### config.mk
export PLATFORM = sky130hd
export DESIGN_NAME = mul_div_unit
export DESIGN_NICKNAME = d
export VERILOG_FILES = /design/src/rtl/mul_div_unit.sv
export SDC_FILE = /design/constraint.sdc
export NUM_CORES = 1
export LEC_CHECK = 0
export BUFFER_PORTS_ARGS = -buffer_cell sky130_fd_sc_hd__buf_2
export CORE_UTILIZATION = 30
export CTS_CLUSTER_DIAMETER = 80
export DETAILED_ROUTE_END_ITERATION = 16
export GPL_ROUTABILITY_DRIVEN = 0
export RECOVER_POWER = 25
export SYNTH_ARGS = -nofsm -noshare
export SYNTH_HDL_FRONTEND = slang
export SYNTH_SLANG_ARGS = --single-unit
### constraint.sdc
create_clock -name clk -period 6.9 [get_ports clk]
set_clock_uncertainty 0.1 [all_clocks]
set_input_delay 0.345 -clock clk [delete_from_list [all_inputs] [get_ports clk]]
set_output_delay 0.345 -clock clk [all_outputs]
set_load 0.1 [all_outputs]
### src/rtl/mul_div_unit.sv
// Iterative 32x32 MULT/MULTU/DIV/DIVU unit with private HI/LO and start/busy/done handshake.
// Optional MULDIV_EARLY_OUT_EN: zero-operand multiplies and divide-by-zero skip the iteration phase.
module mul_div_unit #(
  parameter int unsigned WIDTH = 32,
  parameter int unsigned CNT_W = 5
) (
  input  logic             clk,
  input  logic             rst,
  input  logic             start,
  input  logic [1:0]       op,
  input  logic [WIDTH-1:0] rs_data,
  input  logic [WIDTH-1:0] rt_data,
  input  logic             cancel,
  output logic             busy,
  output logic             done,
  output logic [WIDTH-1:0] hi,
  output logic [WIDTH-1:0] lo
);

  localparam int unsigned      W2        = 2 * WIDTH;
  localparam logic [CNT_W-1:0] LAST_ITER = CNT_W'(WIDTH - 1);

  typedef enum logic [1:0] {S_IDLE, S_CALC, S_FIX} state_t;

  state_t           state;
  logic [CNT_W-1:0] count;
  logic             is_div;
  logic             special;
  logic             neg_main;
  logic             neg_rem;
  logic [WIDTH-1:0] opnd;
  logic [WIDTH-1:0] a_raw;
  logic [WIDTH-1:0] acc_hi;
  logic [WIDTH-1:0] acc_lo;

  // Request decode: magnitudes, result signs and zero-operand detection
  logic             op_div, op_signed, a_neg, b_neg, rs_zero, rt_zero;
  logic             special_c, early_c;
  logic [WIDTH-1:0] a_abs, b_abs;

  always_comb begin
    op_div    = op[1];
    op_signed = ~op[0];
    a_neg     = op_signed & rs_data[WIDTH-1];
    b_neg     = op_signed & rt_data[WIDTH-1];
    a_abs     = a_neg ? -rs_data : rs_data;
    b_abs     = b_neg ? -rt_data : rt_data;
    rs_zero   = (rs_data == '0);
    rt_zero   = (rt_data == '0);
    special_c = op_div ? rt_zero : (rs_zero | rt_zero);
`ifdef MULDIV_EARLY_OUT_EN
    early_c   = special_c;
`else
    early_c   = 1'b0;
`endif
  end

  // One shift-add / restoring-divide step, plus the sign fix-up applied in FIX
  logic [WIDTH:0]   mul_sum, div_shift, div_trial;
  logic [W2-1:0]    prod, prod_fix;
  logic [WIDTH-1:0] quo_fix, rem_fix;

  always_comb begin
    mul_sum   = {1'b0, acc_hi} + (acc_lo[0] ? {1'b0, opnd} : '0);
    div_shift = {acc_hi, acc_lo[WIDTH-1]};
    div_trial = div_shift - {1'b0, opnd};
    prod      = {acc_hi, acc_lo};
    prod_fix  = neg_main ? -prod : prod;
    quo_fix   = neg_main ? -acc_lo : acc_lo;
    rem_fix   = neg_rem ? -acc_hi : acc_hi;
  end

  always_ff @(posedge clk or posedge rst) begin
    if (rst) begin
      state    <= S_IDLE;
      count    <= '0;
      is_div   <= 1'b0;
      special  <= 1'b0;
      neg_main <= 1'b0;
      neg_rem  <= 1'b0;
      opnd     <= '0;
      a_raw    <= '0;
      acc_hi   <= '0;
      acc_lo   <= '0;
      busy     <= 1'b0;
      done     <= 1'b0;
      hi       <= '0;
      lo       <= '0;
    end else begin
      done <= 1'b0;
      case (state)
        S_IDLE: begin
          if (start && !cancel) begin
            is_div   <= op_div;
            special  <= special_c;
            neg_main <= a_neg ^ b_neg;
            neg_rem  <= a_neg;
            opnd     <= op_div ? b_abs : a_abs;
            a_raw    <= rs_data;
            acc_hi   <= '0;
            acc_lo   <= op_div ? a_abs : b_abs;
            count    <= '0;
            busy     <= 1'b1;
            state    <= early_c ? S_FIX : S_CALC;
          end
        end
        S_CALC: begin
          if (cancel) begin
            state <= S_IDLE;
            busy  <= 1'b0;
          end else begin
            if (is_div) begin
              // Trial subtraction is non-negative exactly when bit WIDTH is clear
              if (!div_trial[WIDTH]) begin
                acc_hi <= div_trial[WIDTH-1:0];
                acc_lo <= {acc_lo[WIDTH-2:0], 1'b1};
              end else begin
                acc_hi <= div_shift[WIDTH-1:0];
                acc_lo <= {acc_lo[WIDTH-2:0], 1'b0};
              end
            end else begin
              acc_hi <= mul_sum[WIDTH:1];
              acc_lo <= {mul_sum[0], acc_lo[WIDTH-1:1]};
            end
            count <= count + CNT_W'(1);
            if (count == LAST_ITER) state <= S_FIX;
          end
        end
        S_FIX: begin
          state <= S_IDLE;
          busy  <= 1'b0;
          if (!cancel) begin
            done <= 1'b1;
            if (is_div) begin
              if (special) begin
                hi <= a_raw;
                lo <= '1;
              end else begin
                hi <= rem_fix;
                lo <= quo_fix;
              end
            end else if (special) begin
              hi <= '0;
              lo <= '0;
            end else begin
              hi <= prod_fix[W2-1:WIDTH];
              lo <= prod_fix[WIDTH-1:0];
            end
          end
        end
        default: begin
          state <= S_IDLE;
          busy  <= 1'b0;
        end
      endcase
    end
  end

endmodule
==> results of run 1 <==
[how the worst max path moves through the flow]
stage / endpoint / startpoint / slack (ns)
2_1_floorplan: a_raw[0] / rst / 0.86
3_3_place_gp: hi[26] / acc_lo[0] / 2.54
3_5_place_dp: hi[26] / acc_lo[0] / 2.40
4_1_cts: hi[26] / acc_lo[0] / 2.37
5_1_grt: hi[26] / acc_lo[0] / 1.91
6_report: hi[26] / acc_lo[0] / 2.26
[state kept, by name, summed over array words and instances, names as in the netlist, 2 cells and up]
signal  flops
hi         32
count       5
lo         32
state       2
a_raw      32
opnd       32
acc_hi     32
acc_lo     32
[power breakdown]
part | internal [W] | switching, W
sequential | 0.00139 | 0.000443
clock | 0.000852 | 0.000572
combinational | 0.00136 | 0.00193
total | 0.00360 | 0.00294
[kinds of logic after synthesis]
family,count (synthesis),share of synthesized area
mux,77,0.04746
fa+ha+maj,72,0.05541
xor+xnor,195,0.1033
compound gates,641,0.2368
flops,205,0.3103
buf+inv,210,0.04912
simple gates,719,0.1976
[stage by stage]
step	hold slack, ns	total power [W]	area [sq um]
after floorplan	0.3294	0.004180	16530
after global placement	0.3599	0.004999	17690
after detailed placement	0.3643	0.005058	17690
after CTS	0.02296	0.006513	18850
after global routing	0.02275	0.006967	18840
final	0.04175	0.006549	18850
[layout by cell type (no fill, tap or decap), types with 31 or more instances in the layout]
cell type  count
a21o_1        39
a21oi_1      151
buf_2        116
dfrtp_1      203
ha_1          70
inv_1         68
mux2i_1       66
nand2_1      304
nand3_1       31
nor2_1       175
nor3_1        54
o21ai_0      202
o21ai_1       50
xnor2_1      124
xor2_1        70
[final cells by class]
| cell class | count | area (sq um) | area share |
|---|---|---|---|
| Antenna cell | 10 | 25.02 | 0.001327 |
| Clock buffer | 35 | 765.7 | 0.04062 |
| Clock inverter | 13 | 125.1 | 0.006637 |
| Inverter | 71 | 274.0 | 0.01454 |
| Multi-Input combinational cell | 1704 | 10620 | 0.5634 |
| Sequential cell | 205 | 5135 | 0.2724 |
| Tap cell | 696 | 870.8 | 0.04620 |
| Timing Repair Buffer | 177 | 1035 | 0.05489 |
[metal layers]
layer  GRT usage  part of all wire
met1      0.2833              0.44
met2      0.3267              0.44
met3     0.04115             0.082
met4     0.06926             0.030
met5           0           0.00037
[worst max-delay path: stages, from the launching register on]
cell and delay (ns):
dfrtp_1 0.46, inv_1 0.83, ha_1 0.31, nor3b_1 0.46
nand4b_1 0.34, nor4_1 0.37, nand3_1 0.55, o41ai_1 0.59
xnor2_1 0.17, nor3_1 0.07, a21oi_1 0.15, o21ai_0 0.08
==> metrics.yaml, run 1 <==
syn-cell-area_sq_um: 16530
yosysSeqAreaShare: 0.3103
antenna_found_initial: 11
worstSkewPairLatency_ns: 0.56
post_cts_buffers: 0
status: "completed"
drc_errors: 0
grt_max_degree: 104
worstPathArrival_ns: 4.96
clock-sinks: 205
setup_viol: 0
io_pins: 136
relSlewSlack: 0.1085
fill_cells: 5647
num_vias: 16286
ant_nets: 0
period_share: 0.6719
drt_first_iter_violations: 1631
cp_max_fo: 31
critPathLaunchType: "flop"
cts_made_buffers: 27
vias_per_cell: 5.595
period_needed_ns: 4.636
drt_first_pass_iters: 6
whs_endpoint: "a_raw[28]"
fmax_mhz: 215.7
maxCapViolations: 0
rsz0062_at_grt: "false"
synth_top_area_share: 0.3103
drive_gt1_frac: 0.1016
num_rows: 85
cts_tree: "built"
overflow: 0
ys_ff_latch: 205
ys.flop_type: "dfrtp_1"
root_buffer: "clkbuf_16"
crit_type: "flop to flop"
finalWirelength_um: 59560
fin_util: 0.3482
synth_area_per_cell_sq_um: 7.801
pre_cts_ws_ns: 2.404
p_leak_nw: 8.319
hold_viol: 0
ys_top_cells_by_count: "305 x nand2_1, 205 x dfrtp_1, 202 x o21ai_0, 178 x nor2_1, 151 x a21oi_1"
drv_slew: 0
reg2reg_to: "hi[26]"
worst_pin_slew_ns: 1.332
irDropWorstVdd_mv: 0.2681
fin_nets: 2328
cellPowerDensity_nw_per_um2: 347.4
htreeDepth: 1
worstHoldStart: "rs_data[28]"
synth_area_leaders: "dfrtp_1 31%, nand2_1 6.9%, xnor2_1 6.6%"
yosysWarnings: 0
r2r_setup_slack_ns: 2.26
finalNonFillerCells: 2911
syn2layout_area_growth_pct: 14.04
wl_per_cell_um: 20.46
final.setup.tns_ns: 0
synthCells: 2119
cts_hold_buf: 27
worst_r2r_startpoint: "acc_lo[0]"
async_flop_share: 1.000
start_util: 0.3054
dpl.cell_count: 2826
synth-edff-count: 0
io_buffers: 135
dieArea_sq_um: 56040
hpwl_um: 44070
cts-resized-gates: 0
ff2ff_path_depth: 11
yosysUniqueCellTypes: 75
holdPathStages: 3
final.setup.worst_slack_ns: 2.264
hold_path_class: "input pin to flop"
grt_pass1_vias: 15297
grt_pass1_wl_um: 90830
clock_path_buffers: 3
grt_usage: 0.2077
yosysMostFrequentCell: "nand2_1"
syn_nets: 2261
clk_pin_slew_worst_paths_ns: 0.06
die_x_um: 236.7
fp.coreArea_sq_um: 54130
setup.worst_path.end_class: "flop"
cp.required_ns: 7.23
synth_top_cell_by_area: "dfrtp_1"
die_h_um: 236.7
Note: power is estimated with default switching activity, not from simulation.
==> run 2, diff against run 1 <==
==> constraint.sdc (replaced) <==
create_clock -name clk -period 4.01 [get_ports clk]
set_clock_uncertainty 0.1 [all_clocks]
set_input_delay 0.2005 -clock clk [delete_from_list [all_inputs] [get_ports clk]]
set_output_delay 0.2005 -clock clk [all_outputs]
set_load 0.1 [all_outputs]
==> run 2 against run 1 <==
Net effect: the flow now finishes with violations (max-capacitance violations, max-slew violations); sequential share of layout area fell by 1.1 points; worst hold slack worse by 0.0050 ns; highest routed layer unchanged; non-clock buffer count is 89 higher; utilization increased by 1.5 points; design area is 4.4% higher; setup slack worse by 2.2 ns; routed wire length grew 1.7%; clock power grew 78%; flip-flop and latch count unchanged; combinational power rose by 94%.
==> metrics.yaml, run 2 (synthesis gave the netlist of run 1 again) <==
fmax_mhz: 256.2  # was 215.7 MHz
hold_viol: 0  # unchanged
dpl.cell_count: 2904  # was 2826
hold_path_class: "input pin to flop"  # unchanged
grt_pass1_wl_um: 92830  # was 90830 um
grt_max_degree: 126  # was 104
cp_cell_sequence: "or4_4, or4_4, or4_4, or3_4, or4_4, o41ai_2, nand2_1, xnor2_1, o211ai_1, o21a_1"  # was inv_1, ha_1, nor3b_1, nand4b_1, nor4_1, nand3_1, o41ai_1, xnor2_1, nor3_1, a21oi_1, o21ai_0
hpwl_um: 45900  # was 44070 um
met2_length_um: 26810  # was 26430 um
relSlewSlack: -0.3980  # was 0.1085
antenna_found_initial: 15  # was 11
maxCapViolations: 1  # was 0
grt_pass1_vias: 15733  # was 15297
finalPower_w: 0.01180  # was 0.006549 W
cts_tree: "built"  # unchanged
fp.coreArea_sq_um: 54130  # unchanged
num_rows: 85  # unchanged
htreeDepth: 1  # unchanged
post_cts_buffers: 0  # unchanged
start_util: 0.3054  # unchanged
status: "finished with violations"  # was completed
rsz0062_at_grt: "true"  # was false
crit_path_top_delay_cell: "or4_4"  # was inv_1
vias_per_cell: 5.525  # was 5.595
critical_path_buf_inv_count: 0  # was 1
fin_hold_ws_ns: 0.03674  # was 0.04175 ns
period_needed_ns: 3.903  # was 4.636 ns
critPathLaunchType: "flop"  # unchanged
finalWirelength_um: 60590  # was 59560 um
worst_pin_slew_ns: 2.097  # was 1.332 ns
clk_pin_slew_worst_paths_ns: 0.06  # about the same
crit_type: "flop to flop"  # unchanged
drv_slew: 81  # was 0
grt_usage: 0.2117  # was 0.2077
dieArea_sq_um: 56040  # unchanged
overflow: 0  # unchanged
drc_errors: 0  # unchanged
wl_met1_um: 26100  # was 26450 um
fin_nets: 2415  # was 2328
irDropWorstVdd_mv: 0.3319  # was 0.2681 mV
p_leak_nw: 8.848  # was 8.319 nW
cts_made_buffers: 25  # was 27
final.setup.tns_ns: 0  # unchanged
top_layer: "met5"  # unchanged
clock-sinks: 205  # unchanged
cp.required_ns: 4.40  # was 7.23 ns
drt_first_iter_violations: 1761  # was 1631
violations: "max-capacitance violations, max-slew violations"
final_cell_mix: "304 x nand2_1, 202 x o21ai_0, 202 x dfrtp_1, 175 x nor2_1, 151 x a21oi_1"  # was 304 x nand2_1, 203 x dfrtp_1, 202 x o21ai_0, 175 x nor2_1, 151 x a21oi_1
cpLargestDelayFamily: "simple AND/OR/NAND/NOR gates"  # unchanged
cp_max_fo: 13  # was 31
cpPeakStageDelay_ns: 0.58  # was 0.83 ns
root_buffer: "clkbuf_16"  # unchanged
clock_path_buffers: 3  # unchanged
die_h_um: 236.7  # unchanged
cpMostUsedCell: "or4_4"
syn2layout_area_growth_pct: 19.04  # was 14.04%
drt_first_pass_iters: 8  # was 6
io_pins: 136  # unchanged
drive_gt1_frac: 0.1409  # was 0.1016
ant_nets: 0  # unchanged
num_vias: 16570  # was 16286
worstPathArrival_ns: 4.29  # was 4.96 ns
period_share: 0.9733  # was 0.6719
finalNonFillerCells: 2999  # was 2911
setup.worst_path.end_class: "flop"  # unchanged
wl_met3_um: 5387  # was 4889 um
cellPowerDensity_nw_per_um2: 599.8  # was 347.4 nW/um^2
die_x_um: 236.7  # unchanged
final_common_cell: "nand2_1"  # unchanged
wl_per_cell_um: 20.20  # was 20.46 um
worstSkewPairLatency_ns: 0.55  # was 0.56 ns
setup_viol: 0  # unchanged
io_buffers: 135  # unchanged
[run 2: cell types whose count changed in the layout (fill, tap and decap cells not counted), sizes merged]
cell         change
buf             +96
bufinv           +3
clkbuf          -20
clkinv           -4
clkinvlp         +2
diode            +1
dlygate4sd3     +11
inv              -1
[run 2: worst paths after layout]
path / cells past startpoint / slack, ns / endpoint / startpoint
min in group asynchronous: 4 / 0.24 / lo[15] / rst
worst min-delay path: 5 / 0.04 / opnd[19] / rt_data[19]
worst min register to register: 2 / 0.37 / hi[25] / hi[25]
max in group asynchronous: 4 / 1.52 / special / rst
worst max-delay path: 10 / 0.11 / hi[31] / acc_lo[12]
worst max register to register: 10 / 0.11 / hi[31] / acc_lo[12]
[run 2: repair_timing]
action,4_1_cts,5_1_grt
endpoints found under the hold margin,242,0
gates resized for setup,0,5
hold buffers,38,0
setup endpoints to repair,0,8
[run 2: area by class of cell]
class / instances / area, sq um
diodes: 11 / 27.53
clock buffers: 33 / 715.7
clock inverters: 13 / 198.9
fillers: 5583 / 34460
inverters: 71 / 267.8
multi-input cells: 1704 / 10650
flip-flops and latches: 205 / 5136
well taps: 696 / 870.8
repair buffers: 266 / 1814
[run 2: worst register-to-register path: stages (launching register included)]
cell and delay, ns:
dfrtp_1 0.38, or4_4 0.55, or4_4 0.45, or4_4 0.51
or3_4 0.38, or4_4 0.58, o41ai_2 0.33, nand2_1 0.10
xnor2_1 0.13, o211ai_1 0.19, o21a_1 0.16
[run 2: metal layers]
layer	vias up	GRT usage
met1	7968	0.2820
met5	-	0
met3	108	0.04745
li1	7817	-
met4	8	0.08323
met2	669	0.3311
[run 2: report_power, final]
| group | switching (W) | internal [W] | total [W] | leakage (nW) |
|---|---|---|---|---|
| clock | 0.000958 | 0.00157 | 0.00253 | 0.449 |
| sequential | 0.000496 | 0.00240 | 0.00290 | 2.65 |
| combinational | 0.00369 | 0.00268 | 0.00637 | 5.75 |
[run 2: through the flow]
stage                     setup WS (ns)  utilization  area (sq um)
after floorplan                  0.1303            -         16530
after global placement          0.09499       0.3389         18350
after detailed placement         0.1330       0.3389         18350
after CTS                        0.1067       0.3628         19640
after global routing           -0.01546       0.3633         19670
final                            0.1071       0.3635         19680
==> run 3, diff against run 2 <==
--- a/config.mk
+++ b/config.mk
@@ -6,6 +6,7 @@
 export NUM_CORES = 1
 export LEC_CHECK = 0
 export BUFFER_PORTS_ARGS = -buffer_cell sky130_fd_sc_hd__buf_2
+export CORE_MARGIN = 2
 export CORE_UTILIZATION = 30
 export CTS_CLUSTER_DIAMETER = 80
 export DETAILED_ROUTE_END_ITERATION = 16
==> run 3 against run 2 <==
Net effect: the flow still finishes with violations (max-capacitance violations, max-slew violations); utilization shrank 0.97 points; combinational power shrank 4.9%; power shrank 2.9%; maximum frequency grew 0.37%; via count shrank 0.34%; routed wire length shrank 0.60%; first-iteration DRC count shrank 11%; register-to-register slack is essentially flat; sequential share of layout area grew 0.40 points; largest power group unchanged.
==> metrics.yaml, run 3 (synthesis gave the netlist of run 1 again) <==
status: "finished with violations"  # unchanged
violations: "max-capacitance violations, max-slew violations"  # unchanged
finalWirelength_um: 60230  # was 60590 um
cpPeakStageDelay_ns: 0.58  # about the same
overflow: 0  # unchanged
worstSkewPairLatency_ns: 0.56  # was 0.55 ns
htreeDepth: 1  # unchanged
cp.required_ns: 4.40  # about the same
grt_pass1_wl_um: 92140  # was 92830 um
cellPowerDensity_nw_per_um2: 591.2  # was 599.8 nW/um^2
cts_tree: "built"  # unchanged
relSlewSlack: -0.2938  # was -0.3980
dpl.cell_count: 2885  # was 2904
fmax_mhz: 257.2  # was 256.2 MHz
critPathLaunchType: "flop"  # unchanged
io_buffers: 135  # unchanged
die_h_um: 238.7  # was 236.7 um
wl_per_cell_um: 20.22  # was 20.20 um
die_x_um: 238.7  # was 236.7 um
pre_cts_ws_ns: 0.1258  # was 0.1330 ns
period_needed_ns: 3.888  # was 3.903 ns
dieArea_sq_um: 56990  # was 56040 sq um
crit_type: "flop to flop"  # unchanged
final.setup.tns_ns: 0  # unchanged
antenna_found_initial: 9  # was 15
final_common_cell: "nand2_1"  # unchanged
fin_nets: 2390  # was 2415
worst_pin_slew_ns: 1.941  # was 2.097 ns
grt_max_degree: 135  # was 126
drt_first_pass_iters: 6  # was 8
hold_viol: 0  # unchanged
drt_first_iter_violations: 1561  # was 1761
start_util: 0.3018  # was 0.3054
irDropWorstVdd_mv: 0.3363  # was 0.3319 mV
rsz0062_at_grt: "false"  # was true
hpwl_um: 45560  # was 45900 um
maxCapViolations: 1  # unchanged
io_pins: 136  # unchanged
clk_pin_slew_worst_paths_ns: 0.06  # about the same
drive_gt1_frac: 0.1292  # was 0.1409
finalNonFillerCells: 2978  # was 2999
vias_per_cell: 5.545  # was 5.525
p_leak_nw: 8.674  # was 8.848 nW
cts_made_buffers: 25  # unchanged
fp.coreArea_sq_um: 54770  # was 54130 sq um
period_share: 0.9697  # was 0.9733
worstPathArrival_ns: 4.28  # was 4.29 ns
ant_nets: 0  # unchanged
cpMostUsedCell: "or4_4"  # unchanged
clock-sinks: 205  # unchanged
cp_cell_sequence: "or4_4, or4_4, or4_4, or3_4, or4_4, o41ai_2, nand2_1, xnor2_1, o211ai_1, o21a_1"  # unchanged
crit_path_top_delay_cell: "or4_4"  # unchanged
setup.worst_path.end_class: "flop"  # unchanged
grt_pass1_vias: 15772  # was 15733
num_rows: 86  # was 85
syn2layout_area_growth_pct: 17.23  # was 19.04%
root_buffer: "clkbuf_16"  # unchanged
grt_usage: 0.2066  # was 0.2117
clock_path_buffers: 3  # unchanged
drc_errors: 0  # unchanged
drv_slew: 135  # was 81
cp_max_fo: 14  # was 13
final.setup.worst_slack_ns: 0.1215  # was 0.1071 ns
setup_viol: 0  # unchanged
hold_path_class: "input pin to flop"  # unchanged
final_cell_mix: "304 x nand2_1, 203 x dfrtp_1, 201 x o21ai_0, 175 x nor2_1, 151 x a21oi_1"  # was 304 x nand2_1, 202 x o21ai_0, 202 x dfrtp_1, 175 x nor2_1, 151 x a21oi_1
num_vias: 16514  # was 16570
-- run 3: changes by cell type in the layout (fill, tap and decap cells not counted), sizes merged --
| cell | before | now |
|---|---|---|
| buf | 227 | 201 |
| diode | 11 | 7 |
| bufinv | 5 | 2 |
| clkbuf | 34 | 37 |
| clkinv | 6 | 4 |
| inv | 70 | 72 |
| clkinvlp | 3 | 4 |
-- run 3: cell type report --
type,count,area (sq um)
antenna,7,17.52
clock buffer,35,733.2
clock inverter,11,130.1
fill,5632,35390
inverter,71,270.3
multi-input combinational,1704,10630
sequential,205,5135
tap,704,880.8
timing repair buffer,241,1585
-- run 3: through the flow --
step / power, W / hold slack (ns) / area [sq um] / util
floorplan: 0.007193 / 0.1849 / 16530 / -
global placement: 0.008759 / 0.3478 / 18100 / 0.3305
detailed placement: 0.008876 / 0.3571 / 18100 / 0.3305
CTS: 0.01134 / 0.009943 / 19350 / 0.3532
global route: 0.01220 / 0.04753 / 19360 / 0.3535
finish: 0.01146 / 0.03343 / 19380 / 0.3538
-- run 3: routing by layer --
layer / vias up / track usage / wire, um
met4: 4 / 0.08693 / 2552
met1: 7948 / 0.2796 / 26350
met2: 676 / 0.3251 / 26720
met3: 126 / 0.03453 / 4574
li1: 7760 / - / -
met5: - / 0 / 27
-- run 3: report_power, final --
group | total (W) | leakage (nW) | switching (W) | internal (W)
registers | 0.00298 | 2.65 | 0.000582 | 0.00240
clock network | 0.00241 | 0.418 | 0.000998 | 0.00141
logic | 0.00606 | 5.61 | 0.00354 | 0.00252
-- run 3: path summary, 6_finish.rpt --
check,startpoint,end,slack [ns],depth (start not counted)
setup / recovery,acc_lo[12],hi[31],0.12,10
hold / removal,rt_data[11],opnd[11],0.03,4
setup reg to reg,acc_lo[12],hi[31],0.12,10
hold reg to reg,lo[15],lo[15],0.37,2
max in group asynchronous,rst,is_div,1.60,4
min in group asynchronous,rst,lo[2],0.41,4
-- run 3: timing repair --
| action | CTS | global route |
|---|---|---|
| endpoints found under the hold margin | 242 | 0 |
| setup endpoints to repair | 0 | 13 |
| hold buffers | 38 | 0 |
| buffers inserted | 0 | 2 |
| resized for setup | 0 | 4 |
-- run 3: worst max-delay path: cells and delay by family, from the launching register on --
family	cells	cell delay, ns
xor gates and xnor gates	1	0.13
and+or+nand+nor	6	2.55
DFF	1	0.38
AOI/OAI and AO/OA	3	0.65
